**src/rtl/core_data_axi4l_bridge.sv**
```systemverilog
// core_data_axi4l_bridge: OBI data port to a single-outstanding AXI4-Lite master.
// Optional slave timeout with response drain: define CORE_DATA_AXI4L_TIMEOUT_EN.
module core_data_axi4l_bridge #(
   parameter int unsigned ADDR_WIDTH = 32,
   parameter int unsigned DATA_WIDTH = 32,
   parameter logic [2:0]  PROT_VALUE = 3'b000
) (
   input  logic                  clk_i,
   input  logic                  reset_i,
   input  logic                  req_i,
   output logic                  gnt_o,
   input  logic [ADDR_WIDTH-1:0] addr_i,
   input  logic                  we_i,
   input  logic [3:0]            be_i,
   input  logic [DATA_WIDTH-1:0] wdata_i,
   output logic                  rvalid_o,
   output logic [DATA_WIDTH-1:0] rdata_o,
   output logic                  err_o,
   output logic [ADDR_WIDTH-1:0] m_awaddr_o,
   output logic [2:0]            m_awprot_o,
   output logic                  m_awvalid_o,
   input  logic                  m_awready_i,
   output logic [DATA_WIDTH-1:0] m_wdata_o,
   output logic [3:0]            m_wstrb_o,
   output logic                  m_wvalid_o,
   input  logic                  m_wready_i,
   input  logic [1:0]            m_bresp_i,
   input  logic                  m_bvalid_i,
   output logic                  m_bready_o,
   output logic [ADDR_WIDTH-1:0] m_araddr_o,
   output logic [2:0]            m_arprot_o,
   output logic                  m_arvalid_o,
   input  logic                  m_arready_i,
   input  logic [DATA_WIDTH-1:0] m_rdata_i,
   input  logic [1:0]            m_rresp_i,
   input  logic                  m_rvalid_i,
   output logic                  m_rready_o
);

   if (DATA_WIDTH != 32) begin : g_dw_check
      $error("core_data_axi4l_bridge: DATA_WIDTH must be 32");
   end

`ifdef CORE_DATA_AXI4L_TIMEOUT_EN
   typedef enum logic [2:0] {
      IDLE, WR_REQ, WR_RESP, RD_REQ, RD_RESP, RESP, DRAIN
   } state_e;
`else
   typedef enum logic [2:0] {
      IDLE, WR_REQ, WR_RESP, RD_REQ, RD_RESP, RESP
   } state_e;
`endif

   state_e                state_q;
   logic [ADDR_WIDTH-1:0] addr_q;
   logic [DATA_WIDTH-1:0] wdata_q;
   logic [3:0]            be_q;
   logic                  awvalid_q;
   logic                  wvalid_q;
   logic                  arvalid_q;
   logic                  bready_q;
   logic                  rready_q;
   logic                  rvalid_q;
   logic                  err_q;
   logic [DATA_WIDTH-1:0] rdata_q;

   logic aw_done;
   logic w_done;
   logic b_err;
   logic r_err;

`ifdef CORE_DATA_AXI4L_TIMEOUT_EN
   logic [15:0] cnt_q;
   logic        to_q;
   logic        drain_wr_q;
   logic        busy;
   logic        timeout;

   // Slave is considered hung once the wait counter saturates.
   assign busy    = (state_q == WR_REQ) || (state_q == WR_RESP) ||
                    (state_q == RD_REQ) || (state_q == RD_RESP);
   assign timeout = busy && (cnt_q == 16'hFFFF);
`endif

   // A channel is finished once its valid is low or accepted now.
   assign aw_done = !awvalid_q || m_awready_i;
   assign w_done  = !wvalid_q  || m_wready_i;

   // SLVERR and DECERR are errors; OKAY and EXOKAY are not.
   assign b_err = (m_bresp_i == 2'b10) || (m_bresp_i == 2'b11);
   assign r_err = (m_rresp_i == 2'b10) || (m_rresp_i == 2'b11);

   assign gnt_o       = req_i && (state_q == IDLE);
   assign rvalid_o    = rvalid_q;
   assign rdata_o     = rdata_q;
   assign err_o       = err_q;
   assign m_awaddr_o  = addr_q;
   assign m_araddr_o  = addr_q;
   assign m_awprot_o  = PROT_VALUE;
   assign m_arprot_o  = PROT_VALUE;
   assign m_awvalid_o = awvalid_q;
   assign m_wdata_o   = wdata_q;
   assign m_wstrb_o   = be_q;
   assign m_wvalid_o  = wvalid_q;
   assign m_bready_o  = bready_q;
   assign m_arvalid_o = arvalid_q;
   assign m_rready_o  = rready_q;

   // Transaction FSM; every AXI and response output is a register here.
   always_ff @(posedge clk_i or negedge reset_i) begin
      if (!reset_i) begin
         state_q   <= IDLE;
         addr_q    <= '0;
         wdata_q   <= '0;
         be_q      <= '0;
         awvalid_q <= 1'b0;
         wvalid_q  <= 1'b0;
         arvalid_q <= 1'b0;
         bready_q  <= 1'b0;
         rready_q  <= 1'b0;
         rvalid_q  <= 1'b0;
         err_q     <= 1'b0;
         rdata_q   <= '0;
`ifdef CORE_DATA_AXI4L_TIMEOUT_EN
         cnt_q      <= '0;
         to_q       <= 1'b0;
         drain_wr_q <= 1'b0;
`endif
      end else begin
`ifdef CORE_DATA_AXI4L_TIMEOUT_EN
         if (busy) begin
            cnt_q <= cnt_q + 16'd1;
         end
`endif
         unique case (state_q)
            IDLE: begin
               if (req_i) begin
                  addr_q  <= addr_i;
                  wdata_q <= wdata_i;
                  be_q    <= be_i;
`ifdef CORE_DATA_AXI4L_TIMEOUT_EN
                  cnt_q   <= '0;
`endif
                  if (we_i) begin
                     state_q   <= WR_REQ;
                     awvalid_q <= 1'b1;
                     wvalid_q  <= 1'b1;
                  end else begin
                     state_q   <= RD_REQ;
                     arvalid_q <= 1'b1;
                  end
               end
            end
            WR_REQ: begin
               if (awvalid_q && m_awready_i) begin
                  awvalid_q <= 1'b0;
               end
               if (wvalid_q && m_wready_i) begin
                  wvalid_q <= 1'b0;
               end
               if (aw_done && w_done) begin
                  state_q  <= WR_RESP;
                  bready_q <= 1'b1;
               end
            end
            WR_RESP: begin
               if (m_bvalid_i) begin
                  bready_q <= 1'b0;
                  err_q    <= b_err;
                  rvalid_q <= 1'b1;
                  state_q  <= RESP;
               end
            end
            RD_REQ: begin
               if (m_arready_i) begin
                  arvalid_q <= 1'b0;
                  rready_q  <= 1'b1;
                  state_q   <= RD_RESP;
               end
            end
            RD_RESP: begin
               if (m_rvalid_i) begin
                  rready_q <= 1'b0;
                  rdata_q  <= m_rdata_i;
                  err_q    <= r_err;
                  rvalid_q <= 1'b1;
                  state_q  <= RESP;
               end
            end
            RESP: begin
               rvalid_q <= 1'b0;
`ifdef CORE_DATA_AXI4L_TIMEOUT_EN
               if (to_q) begin
                  state_q  <= DRAIN;
                  bready_q <= drain_wr_q;
                  rready_q <= !drain_wr_q;
               end else begin
                  state_q <= IDLE;
               end
`else
               state_q <= IDLE;
`endif
            end
`ifdef CORE_DATA_AXI4L_TIMEOUT_EN
            DRAIN: begin
               if ((bready_q && m_bvalid_i) ||
                   (rready_q && m_rvalid_i)) begin
                  bready_q <= 1'b0;
                  rready_q <= 1'b0;
                  to_q     <= 1'b0;
                  state_q  <= IDLE;
               end
            end
`endif
            default: begin
               state_q <= IDLE;
            end
         endcase
`ifdef CORE_DATA_AXI4L_TIMEOUT_EN
         if (timeout) begin
            state_q    <= RESP;
            awvalid_q  <= 1'b0;
            wvalid_q   <= 1'b0;
            arvalid_q  <= 1'b0;
            bready_q   <= 1'b0;
            rready_q   <= 1'b0;
            rvalid_q   <= 1'b1;
            err_q      <= 1'b1;
            rdata_q    <= DATA_WIDTH'(32'hDEAD_BEEF);
            to_q       <= 1'b1;
            drain_wr_q <= (state_q == WR_REQ) ||
                          (state_q == WR_RESP);
         end
`endif
      end
   end

endmodule
```
**config.mk**
```make
export PLATFORM = sky130hd
export DESIGN_NAME = core_data_axi4l_bridge
export DESIGN_NICKNAME = d
export VERILOG_FILES = /design/src/rtl/core_data_axi4l_bridge.sv
export SDC_FILE = /design/constraint.sdc
export NUM_CORES = 1
export LEC_CHECK = 0
export CAP_MARGIN = 0
export CORE_ASPECT_RATIO = 1.4
export CORE_MARGIN = 2
export CORE_UTILIZATION = 36
export CTS_CLUSTER_SIZE = 8
export DETAILED_ROUTE_END_ITERATION = 12
export GPL_TIMING_DRIVEN = 1
export PLACE_DENSITY_LB_ADDON = 0.05
export SETUP_SLACK_MARGIN = 0.1
export SLEW_MARGIN = 20
export SYNTH_ARGS = -nofsm -noshare
export SYNTH_HDL_FRONTEND = slang
export SYNTH_SLANG_ARGS = --single-unit
```
**constraint.sdc**
```tcl
create_clock -name clk_i -period 1.8 [get_ports clk_i]
set_clock_uncertainty 0.2 [all_clocks]
set_input_delay 0.54 -clock clk_i [delete_from_list [all_inputs] [get_ports clk_i]]
set_output_delay 0.54 -clock clk_i [all_outputs]
set_load 0.01 [all_outputs]
```
# Word-level counts from Yosys, hierarchy flattened
# Cells that the tools add are included.
# Widths: inputs -> output; s select.
# op_classes
reduce_logical,27
magnitude_cmp,0
shift,0
mux,29
bitwise,0
eq_ne,18
mul,0
n_addsub,0
div_mod_pow,0
# ops
cell,n
$ne 2x2->1 const B,9
$mux 1,15
$mux 3,5
$pmux 3 s5,1
$pmux 1 s2,6
$reduce_and 3->1,4
$reduce_and 4->1,3
$reduce_bool 2->1,5
$eq 2x2->1 const B,4
$eq 3x2->1 const B,2
$eq 3x3->1 const B,2
$reduce_and 5->1,1
$logic_and 1x1->1,4
$logic_or 1x1->1,4
$reduce_and 2->1,2
$eq 3x1->1 const B,1
$logic_not 3->1,1
$pmux 1 s3,1
$reduce_bool 3->1,1
$logic_not 1->1,2
$mux 2,1
# totals
latch_bits,0
mem_count,0
ramBits,0
inputBits,113
ff_bits,110
mem_bits_ro,0

# Longest topological paths before layout
# Gate-level depths: netlist of the first run.
# logic_depth
word_depth,5
depth_mapped,6
mapped_depth_nobuf,3

# Least setup slack after synthesis of the first run
# Ideal clock, no wire load.
# synth_path
kind,reg-to-output
from,reg state_q[0]
to,out gnt_o
n_path_buf,3
stages_incl_launch_ff,5
arrival_time_ps,1131
slack_ps,-71
cell_sequence,dfrtp_1 buf_6 nor4b_2 buf_6 buf_8
# synth_via
elab_chain_len,2
# synth_lines
element,line_no,rtl
"start, declared",54,state_e state_q;
"start signal, assigned",112,state_q <= IDLE;
"start signal, assigned",145,state_q <= WR_REQ;
"start signal, assigned",149,state_q <= RD_REQ;
$logic_not 3->1,93,assign gnt_o = req_i && (state_q == IDLE);
$logic_and 1x1->1,93,
"end, declared",11,"output logic gnt_o,"
# Every way passes these cells.

# Worst setup path after layout of the first run
# layout_path
from,reg state_q[2]
to,out gnt_o
# Same word-level chain as after synthesis.

==> qor.yml, run 1 <==
synth_area_mm2: 0.00489
ys_ff_latch: 110
grt-ovfl-total: 0
layout_commonest_cell: "buf_2"
finish.utilization: 0.584
fillCellCount: 1142
leakagePower_nw: 3.70
required_ns: 1.06
maxCapViolCount: 0
fin_crit_sh: 1.10
switchingPower_mw: 4.55
hold_viol: 0
worstPathArrival_ns: 1.23
cts_buffers: 9
netSwitchingFraction: 0.336
grt_usage: 0.195
cp.depth: 2
setup_slack_ns: -0.172
cp_slowest_cell: "dfrtp_1"
grt_pass1_vias: 3555
ioPinCount: 259
start_kind: "flop"
num_vias: 3471
synth_flop_cell: "dfrtp_1"
clk_latency_ns: 0.34
vdd.ir_drop.worst_mv: 0.914
syn_area_per_cell_um2: 15.8
p_comb_frac: 0.527
drive_above_1_share: 0.552
dp.final_hpwl_um: 9490
cts_root_buf: "clkbuf_16"
seq_power_share: 0.326
synth_edf_count: 0
area_delta_synth_final_pct: 59.0
die_h_um: 142
die-width_um: 103
critPathBufInv: 1
finalSetupViolCount: 96
slew_viol_final: 0
finalWirelength_um: 14500
grt_max_degree: 32
cellPowerDensity_mw_per_mm2: 1740
gp_congestion: 0.748
crit_chain: "nor4b_4 -> buf_2"
cts_buffer_depth: 2
via_per_inst: 4.48
cp_max_fo: 2
worstSetupPathType: "flop to output port"
status: "finished, violations left"
htree_levels: 3
row_count: 50
rsz0062_at_grt: "yes"
multiInputGateArea_mm2: 0.00174
fmax_mhz: 507
final_cell_mix: "buf_2, dfrtp_1, clkdlybuf4s50_1, mux2_4, mux2_2"
cts_tree: "yes"
internal_power_mw: 9.02
final.setup.tns_ns: -6.88
worstHoldPathType: "flop to flop"
diodes: 0
syn_inst: 309
first_pass_iters: 4
initial_utilization: 0.367
grt_pass1_wl_um: 21000
post-route-min-period_ns: 1.97
async_flop_share: 1.00
whs_path_depth: 1
violations: "setup timing"
avgRoutedWirePerCell_um: 18.8
io_buffers: 250
drt_iter0_drc: 59
remaining_drc_errors: 0
path_clk_slew_ns: 0.07
ys_seq_area_frac: 0.562
p_clk_frac: 0.146
ys_warn_count: 0
ant_nets: 0
synth_cell_types: 31
cts_sinks: 110
path_delay_family: "flip-flops"
regArea_mm2: 0.00275
r2r_cells: 6
antenna_found_initial: 0
dieArea_mm2: 0.0146
placeableCoreArea_mm2: 0.0133
worstSetupEndpointType: "output port"
final_nets: 700
max_stage_delay_ns: 0.41
==> kinds of logic after synthesis <==
group                  Yosys count  synth area share
multiplexers                   105             0.287
AO/OA/AOI/OAI                   18            0.0245
AND/OR/NAND/NOR                 19            0.0248
other                            1          0.000766
flip-flops                     110             0.562
buffers and inverters           56             0.100
==> worst reg2reg max path: cells and delay by family (launching register included) <==
| kind | cells | cell delay (ns) |
|---|---|---|
| buffers and inverters | 3 | 0.61 |
| flip-flops | 1 | 0.39 |
| multiplexers | 1 | 0.32 |
| AND/OR/NAND/NOR | 2 | 0.30 |
==> final timing paths <==
check                                 end  slack (ns)       start
min in group asynchronous  m_araddr_o[21]        0.40     reset_i
min                            rdata_o[5]        0.28  rdata_o[5]
min reg2reg                    rdata_o[5]        0.28  rdata_o[5]
max reg2reg                   rdata_o[19]       -0.14  state_q[2]
max in group asynchronous  m_araddr_o[12]        0.48     reset_i
max                                 gnt_o       -0.17  state_q[2]
==> per-layer routing <==
metal	share of wire	track usage	wire length (um)
met5	0	0	0
met3	0.068	0.0496	983
met4	0.017	0.0589	240
met1	0.38	0.227	5480
met2	0.54	0.348	7810
==> state kept, by name, summed over array words and instances (netlist names) <==
signal       flops
m_araddr_o      32
rvalid_o         1
err_o            1
m_rready_o       1
m_wstrb_o        4
state_q          3
m_wvalid_o       1
m_bready_o       1
m_awvalid_o      1
m_wdata_o       32
rdata_o         32
m_arvalid_o      1
==> cells in the mapped netlist, types with 2 or more instances <==
cell type / instances / area, um^2
buf_2: 2 / 10.0
a22o_1: 2 / 17.5
a311oi_1: 2 / 17.5
dfrtp_1: 110 / 2750
buf_12: 6 / 120
nand3_1: 2 / 10.0
buf_6: 2 / 22.5
inv_1: 3 / 11.3
nor2_1: 3 / 11.3
nand2b_1: 3 / 18.8
a21o_1: 3 / 22.5
nand2_1: 3 / 11.3
nor3b_1: 2 / 15.0
mux2_1: 8 / 90.1
a21oi_1: 6 / 30.0
mux2_4: 60 / 901
nand3b_1: 2 / 15.0
o21ai_0: 2 / 10.0
mux2_2: 36 / 405
buf_4: 41 / 308
==> power groups by stage <==
stage	Sequential, mW	Clock (mW)	Combinational, mW
after global placement	4.50	0	7.18
after global routing	4.59	2.14	7.60
after CTS	4.43	2.05	7.20
final	4.43	1.99	7.16
after floorplan	5.05	0	3.31
after detailed placement	4.53	0	7.25
==> per-stage QoR <==
| stage | area [um^2] | setup slack, ns | power [mW] | instances | hold slack (ns) |
|---|---|---|---|---|---|
| 2_1_floorplan | 4920 | -0.0173 | 8.36 | 314 | 0.0444 |
| 3_3_place_gp | 7380 | -0.824 | 11.7 | 712 | 0.229 |
| 3_5_place_dp | 7380 | -0.812 | 11.8 | 712 | 0.225 |
| 4_1_cts | 7770 | -0.189 | 13.7 | 771 | 0.297 |
| 5_1_grt | 7780 | -0.235 | 14.3 | 774 | 0.308 |
| 6_report | 7780 | -0.172 | 13.6 | 774 | 0.283 |
==> cell type report <==
class,instances,area share
clock buffer,11,0.0299
clock inverter,5,0.00771
inverter,3,0.00145
multi-input combinational,148,0.223
sequential,110,0.354
tap,182,0.0293
timing repair buffer,315,0.355
==> repair_timing <==
action,4_1_cts,5_1_grt
buffers inserted,30,2
pin swaps,1,3
gates cloned,12,1
endpoints found under the hold margin,9,0
setup endpoints to repair,244,118
hold buffers,1,0
resized for setup,595,19
Note: power is estimated with default switching activity, not from simulation.
==> run 2, diff against run 1 <==
--- a/config.mk
+++ b/config.mk
@@ -5,16 +5,18 @@
 export SDC_FILE = /design/constraint.sdc
 export NUM_CORES = 1
 export LEC_CHECK = 0
+export ABC_AREA = 1
 export CAP_MARGIN = 0
 export CORE_ASPECT_RATIO = 1.4
 export CORE_MARGIN = 2
-export CORE_UTILIZATION = 36
+export CORE_UTILIZATION = 35
 export CTS_CLUSTER_SIZE = 8
 export DETAILED_ROUTE_END_ITERATION = 12
 export GPL_TIMING_DRIVEN = 1
 export PLACE_DENSITY_LB_ADDON = 0.05
 export SETUP_SLACK_MARGIN = 0.1
-export SLEW_MARGIN = 20
+export SKIP_CTS_REPAIR_TIMING = 1
+export SLEW_MARGIN = 30
 export SYNTH_ARGS = -nofsm -noshare
 export SYNTH_HDL_FRONTEND = slang
 export SYNTH_SLANG_ARGS = --single-unit
==> qor.yml, run 2 <==
status: "finished, violations left"
violations: "setup timing"
cp_max_fo: 3
first_pass_iters: 5
num_vias: 4384
ys_ff_latch: 110
drive_above_1_share: 0.136
ys_warn_count: 0
worstPathArrival_ns: 1.22
die_h_um: 140
reg2reg_from: "state_q[1]"
dp.final_hpwl_um: 10300
htree_levels: 3
maxCapViolCount: 0
ioPinCount: 259
synth_most_common_cell: "nand2_1"
placed_area_mm2: 0.00720
post-route-min-period_ns: 1.96
synth_area_mm2: 0.00464
cts_root_buf: "clkbuf_16"
final_nets: 915
cts_tree: "yes"
grt-ovfl-total: 0
cts_buffers: 9
grt_pass1_vias: 4178
remaining_drc_errors: 0
async_flop_share: 1.00
worstSetupPathType: "flop to output port"
path_clk_slew_ns: 0.07
gp_congestion: 0.816
hold_viol: 0
start_kind: "flop"
avgRoutedWirePerCell_um: 15.3
synth_cell_types: 18
setup_slack_ns: -0.158
ant_nets: 0
required_ns: 1.06
via_per_inst: 4.57
synthTopCellsByArea: "dfrtp_1, nand2_1, buf_4, buf_2, nand3_1"
syn_inst: 547
area_delta_synth_final_pct: 72.1
final_cell_area_mm2: 0.00798
initial_utilization: 0.360
startpoint: "state_q[1]"
row_count: 49
crit_chain: "nor2_4 -> nand2_2 -> nor2_4 -> buf_6"
slew_viol_final: 0
max_stage_delay_ns: 0.41
finish.utilization: 0.620
grt_pass1_wl_um: 21500
io_buffers: 250
final_cell_mix: "nand2_1, dlymetal6s2s_1, dfrtp_1, clkdlybuf4s50_1, buf_4"
hp-start: "m_wstrb_o[3]"
grt_usage: 0.194
layout_commonest_cell: "nand2_1"
path_delay_family: "flip-flops"
final.setup.tns_ns: -1.46
grt_max_degree: 49
fin_crit_sh: 1.09
yosysTopAreaCell: "dfrtp_1"
ys_seq_area_frac: 0.593
synth_flop_cell: "dfrtp_1"
cts_buffer_depth: 2
critPathBufInv: 1
synth_edf_count: 0
antenna_found_initial: 1
worstHoldPathType: "flop to flop"
synth_top_area_share: 0.593
worstSetupEndpointType: "output port"
cts_sinks: 110
dieArea_mm2: 0.0142
placeableCoreArea_mm2: 0.0129
syn_area_per_cell_um2: 8.48
finalWirelength_um: 14700
fmax_mhz: 511
rsz0062_at_grt: "yes"
clk_latency_ns: 0.34
diodes: 0
finalSetupViolCount: 59
drt_iter0_drc: 131
pre_cts_ws_ns: -0.653
netlist_top_cells_count: "nand2_1, dfrtp_1, buf_4"
cp_slowest_cell: "dfrtp_1"
leakagePower_nw: 5.29
cellPowerDensity_mw_per_mm2: 1580
vdd.ir_drop.worst_mv: 0.730
crit_top_cell: "nor2_4"
die-width_um: 101
run 2: worst min-delay path, stage by stage, from the launching register on:
cell and delay (ns):
dfrtp_1 0.34, nand2_1 0.05, nand2_1 0.05
run 2: worst paths after layout:
| kind | depth (start not counted) | slack, ns | end |
|---|---|---|---|
| min reg2reg | 2 | 0.26 | m_wstrb_o[3] |
| min | 2 | 0.26 | m_wstrb_o[3] |
| max in group asynchronous | 3 | 0.41 | rdata_o[6] |
| max | 4 | -0.16 | gnt_o |
| max reg2reg | 11 | -0.06 | m_araddr_o[14] |
| min in group asynchronous | 2 | 0.47 | m_araddr_o[0] |
run 2: logic make-up (layout without fill, tap and decap cells):
group           Yosys count  count (layout)  share of synthesized area
flops                   110             110                      0.593
simple gates            354             354                      0.296
other cells               1               6                   0.000809
buf+inv                  74             329                      0.100
compound gates            8               8                    0.00917
run 2: layout make-up:
type	instances	area, um^2
Clock inverter	6	46.3
Tap cell	153	191
Multi-Input combinational cell	368	1480
Clock buffer	10	239
Timing Repair Buffer	298	3210
Inverter	15	63.8
Sequential cell	110	2750
Fill cell	1132	4890
run 2: metrics by stage:
stage,total power [mW],cells,hold WS (ns)
after CTS,12.8,938,-0.0903
after detailed placement,10.8,922,0.257
after global routing,13.5,960,0.290
after global placement,10.6,922,0.253
after floorplan,7.27,552,0.0444
final,12.6,960,0.264
run 2: metal layers:
metal	up-vias	track usage	routed length, um
li1	2111	-	-
met1	2062	0.225	5680
met2	180	0.332	7440
met3	29	0.0559	1140
met4	2	0.0832	443
met5	-	0	13
run 2: report_power, final:
part / total [mW] / switching [mW] / internal, mW
logic: 6.37 / 3.06 / 3.31
clock network: 1.92 / 0.932 / 0.986
registers: 4.32 / 0.694 / 3.63
total: 12.6 / 4.68 / 7.92
